===== src/rtl/umi_pack_tx.sv =====
// UMI transmit packer: builds the 256-bit UMI packet from discrete fields and
// streams it out low beat first as UW/OW beats over a valid/ready link.
module umi_pack_tx #(
  parameter int AW = 64,
  parameter int UW = 256,
  parameter int OW = 64
) (
  input  logic          clk,
  input  logic          reset,
  input  logic          in_valid,
  output logic          in_ready,
  input  logic          in_write,
  input  logic [7:0]    in_command,
  input  logic [3:0]    in_size,
  input  logic [19:0]   in_options,
  input  logic [AW-1:0] in_dstaddr,
  input  logic [AW-1:0] in_srcaddr,
  input  logic [63:0]   in_data,
  output logic          out_valid,
  input  logic          out_ready,
  output logic [OW-1:0] out_packet,
  output logic          out_first,
  output logic          out_last
);

  localparam int N  = UW / OW;
  localparam int CW = (N > 1) ? $clog2(N) : 1;
  localparam logic [CW-1:0] LAST = CW'(N - 1);

  typedef enum logic {IDLE, SEND} state_t;

  state_t        state;
  state_t        state_nxt;
  logic [CW-1:0] cnt;
  logic [UW-1:0] shift;
  logic          load;
  logic          advance;
  logic          unused_cmd0;

  // in_write replaces the opcode's low bit, so in_command[0] is never read.
  assign unused_cmd0 = in_command[0];

  function automatic logic [UW-1:0] pack(
    input logic          write,
    input logic [6:0]    command_hi,
    input logic [3:0]    size,
    input logic [19:0]   options,
    input logic [AW-1:0] dstaddr,
    input logic [AW-1:0] srcaddr,
    input logic [63:0]   data
  );
    logic [63:0] dst;
    logic [63:0] src;
    dst = 64'(dstaddr);
    src = 64'(srcaddr);
    return UW'({32'h0, src[63:32], dst[63:32], data[63:32], data[31:0],
                src[31:0], dst[31:0], options, size, command_hi, write});
  endfunction

  always_comb begin
    state_nxt = state;
    load      = 1'b0;
    advance   = 1'b0;
    in_ready  = 1'b0;
    unique case (state)
      IDLE: begin
        in_ready = 1'b1;
        if (in_valid) begin
          load      = 1'b1;
          state_nxt = SEND;
        end
      end
      SEND: begin
        if (out_ready) begin
          if (cnt == LAST) begin
            // Last beat leaving: a waiting bundle loads with no idle bubble.
            in_ready = 1'b1;
            if (in_valid) load = 1'b1;
            else          state_nxt = IDLE;
          end else begin
            advance = 1'b1;
          end
        end
      end
      default: state_nxt = IDLE;
    endcase
  end

  always_ff @(posedge clk or posedge reset) begin
    if (reset) state <= IDLE;
    else       state <= state_nxt;
  end

  always_ff @(posedge clk or posedge reset) begin
    if (reset) begin
      cnt   <= '0;
      shift <= '0;
    end else if (load) begin
      cnt   <= '0;
      shift <= pack(in_write, in_command[7:1], in_size, in_options,
                    in_dstaddr, in_srcaddr, in_data);
    end else if (advance) begin
      cnt   <= cnt + 1'b1;
      shift <= shift >> OW;
    end
  end

  assign out_valid  = (state == SEND);
  assign out_packet = shift[OW-1:0];
  assign out_first  = out_valid && (cnt == '0);
  assign out_last   = out_valid && (cnt == LAST);

endmodule


===== config.mk =====
export PLATFORM = sky130hd
export DESIGN_NAME = umi_pack_tx
export DESIGN_NICKNAME = d
export VERILOG_FILES = /design/src/rtl/umi_pack_tx.sv
export SDC_FILE = /design/constraint.sdc
export NUM_CORES = 1
export LEC_CHECK = 0
export ABC_AREA = 1
export CORE_UTILIZATION = 35
export CTS_CLUSTER_SIZE = 14
export DETAILED_ROUTE_END_ITERATION = 7
export PLACE_DENSITY = 0.72
export SYNTH_ARGS = -nofsm -noshare
export SYNTH_HDL_FRONTEND = slang
export SYNTH_SLANG_ARGS = --single-unit

===== constraint.sdc =====
create_clock -name clk -period 22.4 [get_ports clk]
set_input_delay 4.48 -clock clk [delete_from_list [all_inputs] [get_ports clk]]
set_output_delay 4.48 -clock clk [all_outputs]
set_load 0.01 [all_outputs]

# Word-level counts from Yosys, hierarchy flattened
# Cells that the tools add are included.
[word_totals]
register_bits = 259
wordCells = 27
in_bits = 229
[classes]
bitwise_logic = 1
n_eq_ne = 1
reduce_logical = 4
mux = 17
n_addsub = 1
[op_table]
columns = ["op", "count"]
rows = [
  ["$mux 256", 2],
  ["$mux 1", 10],
  ["$pmux 1 s2", 3],
  ["$mux 2", 2],
  ["$add 2x1->2 const B", 1],
  ["$eq 2x2->1 const B", 1],
  ["$logic_and 1x1->1", 2],
  ["$logic_not 2->1", 1],
  ["$reduce_bool 2->1", 1],
  ["$not 1->1", 1],
]

# Depth between registers and ports, before layout
[logic_depth]
ltp_word = 6
ltp_mapped = 8
mapped_depth_nobuf = 7

# Worst setup path before layout
# Ideal clock, no wire load.
[synth_timing]
path_kind = "input to output"
start = "input port out_ready"
end = "output port in_ready"
path_buffers = 3
t_required_ns = 17.920
setup_slack_ns = 12.885
t_arrival_ns = 5.035
cell_stages = 5
cell_sequence = "nand2_1 nand2_1 buf_4 buf_6 buf_4"
[synth_between]
elab_chain_len = 2
[synth_rtl]
columns = ["item", "line", "text"]
rows = [
  ["start: declaration", "20", "input logic out_ready,"],
  ["$mux 1", "74", "if (out_ready) begin"],
  ["$pmux 1 s2", "65", "unique case (state)"],
  ["end: declaration", "11", "output logic in_ready,"],
]
# No other way between the ends.

# Final worst setup path
# Same ends and word-level chain as after synthesis.

==> results.txt <==
Post-Synthesis Cells: 1395
HPWL after DPL: 19200 um
final setup skew: 0.00838 ns
fin crit share: 0.471
Mapped Nets: 1626
required time worst endpoint: 17.92 ns
worst-skew pair later-pin latency: 0.54 ns
H-tree depth: 1
slowest cell on the critical path: clkdlybuf4s50_1
layout cells sized above 1: 0.0334
Routability Congestion: 0.799
initial core utilization: 0.357
fillers: 3140
endpoints failing hold: 0
Cell Rows: 65
Initial DRC Count: 886
Global Route met2 Usage: 0.309
GRT Max-Usage Layer: met2
cells along the critical path: clkdlybuf4s50_1 -> nand2_1 -> nand2_4 -> clkdlybuf4s50_1
total power: 1610 uW
post-route cell area: 14600 um^2
number of synthesized register bits: 227
final worst setup slack: 11.85 ns
RSZ-0062 raised after global routing: false
TritonRoute pass-1 iters: 5
synth unique cells: 15
diode count: 0
post-synth top area share: 0.501
Crit Path Class: input port to output port
total CTS buffers: 26
Chip Height: 182 um
via density per instance: 5.14
DRT antenna net count: 0
Die W: 182 um
Pwr per Cell Area: 111 nW/um^2
Synth Warn #: 0
final setup fails: 0
Port-buffer cells: 295
DP Area: 13800 um^2
global-route usage over all layers: 0.186
synth top area cells: dfrtp_1, nand3_1, nand2_1
maxcap violations: 0
largest area contributor in the synthesized netlist: dfrtp_1
DRC viols: 0
Die Footprint: 33100 um^2
grt ovf: 0
WL/cell: 15.9 um
clock sinks: 227
final net count: 1775
Setup crit end kind: output port
CP arrival: 6.07 ns
Worst-path clk slew: 0.06 ns
via count: 10100
# Post-CTS Setup Buffers: 0
Post-Route WL: 31200 um
CTS tree: done
met3 Usage GRT: 0.0403
Worst VDD drop: 0.0645 mV
largest net degree at the start of global routing: 108
post_cts resized: 0
register area share after synthesis: 0.501
setup TNS: 0 ns
Layout Area Growth over Synthesis: 28.7%
met1 global-route usage: 0.242
pre-CTS setup slack: 11.82 ns
Mean Syn Cell Area: 8.13 um^2
max incr delay on CP: 0.63 ns
status: finished, final reports clean
io pins: 297
most frequent cells in the layout: nand3_1, nand2_1, clkdlybuf4s50_1, dfrtp_1, nand3b_1
Slew @ Worst Pin: 1.17 ns
Lkg Pwr: 0.00699 uW
fmax: 94.8 MHz
commonest non-fill, non-tap cell in the layout: nand3_1
startpoint types: input port
post-synthesis instance area: 11300 um^2
CTS Root Cell: clkbuf_16
fin. max-slew vios: 0
core area: 31700 um^2
Hold-fix buffers, CTS: 0
Min-Delay Path Class: register to register
CP dominant cell by count: clkdlybuf4s50_1
min cycle time layout: 10.55 ns
first-pass GRT wire length: 50800 um
worst-case clock buffer depth: 3
initial antenna violation count: 0
worst relative slew slack: 0.216
vias in the first global route: 9746
CP Max Fanout: 37
-- registers in the layout, indices dropped and copies added (netlist names) --
register   count
cnt            2
out_valid      1
shift        224
-- cell usage after synthesis (all sizes together) --
master and number:
nor2 3, o21ai 1, buf 153, dfrtp 227, ha 2, clkbuf 34
nand3 483, nand3b 64, inv 6, nand2 422
-- area by class of cell --
class / instances / area, um^2 / area share
clock buffers: 34 / 701 / 0.0480
inverters: 6 / 30.0 / 0.00206
flip-flops and latches: 227 / 5680 / 0.389
well taps: 402 / 503 / 0.0345
repair buffers: 308 / 3050 / 0.209
clock inverters: 6 / 66.3 / 0.00455
multi-input cells: 975 / 4550 / 0.312
-- where the power goes --
group          internal, uW  switching [uW]
Combinational           244             334
Clock                   228             169
Sequential              561            77.8
-- final timing paths --
| path | slack [ns] | cells after the start | startpoint | end |
|---|---|---|---|---|
| setup / recovery | 11.85 | 4 | out_ready | in_ready |
| hold reg to reg | 0.49 | 2 | shift[64] | shift[0] |
| hold / removal | 0.49 | 2 | shift[64] | shift[0] |
| setup reg to reg | 19.36 | 7 | cnt[0] | cnt[0] |
| max in group asynchronous | 16.52 | 3 | reset | shift[101] |
| min in group asynchronous | 4.49 | 2 | reset | shift[4] |
-- critical path, delay by kind of cell --
family | cells | cell delay [ns]
and+or+nand+nor | 2 | 0.47
buffers and inverters | 2 | 1.12
-- through the flow --
stage               std cells  hold WS [ns]   util
finish                   1958         0.490  0.460
global route             1958         0.517  0.460
CTS                      1958         0.495  0.460
detailed placement       1918         0.481  0.436
global placement         1918         0.474  0.436
floorplan                1395         0.466      -
-- metal layers --
layer	routed length [um]	part of all wire
met1	13300	0.43
met2	14900	0.48
met3	2140	0.069
met4	892	0.029
met5	0	0
-- cells by family (layout without fill, tap and decap cells) --
| logic type | Yosys count | after routing | share of synthesized area |
|---|---|---|---|
| compound gates | 1 | 1 | 0.000441 |
| flops | 227 | 227 | 0.501 |
| simple gates | 972 | 972 | 0.397 |
| buf+inv | 193 | 354 | 0.0991 |
| fa+ha+maj | 2 | 2 | 0.00221 |
(Power assumes the default switching activity.)
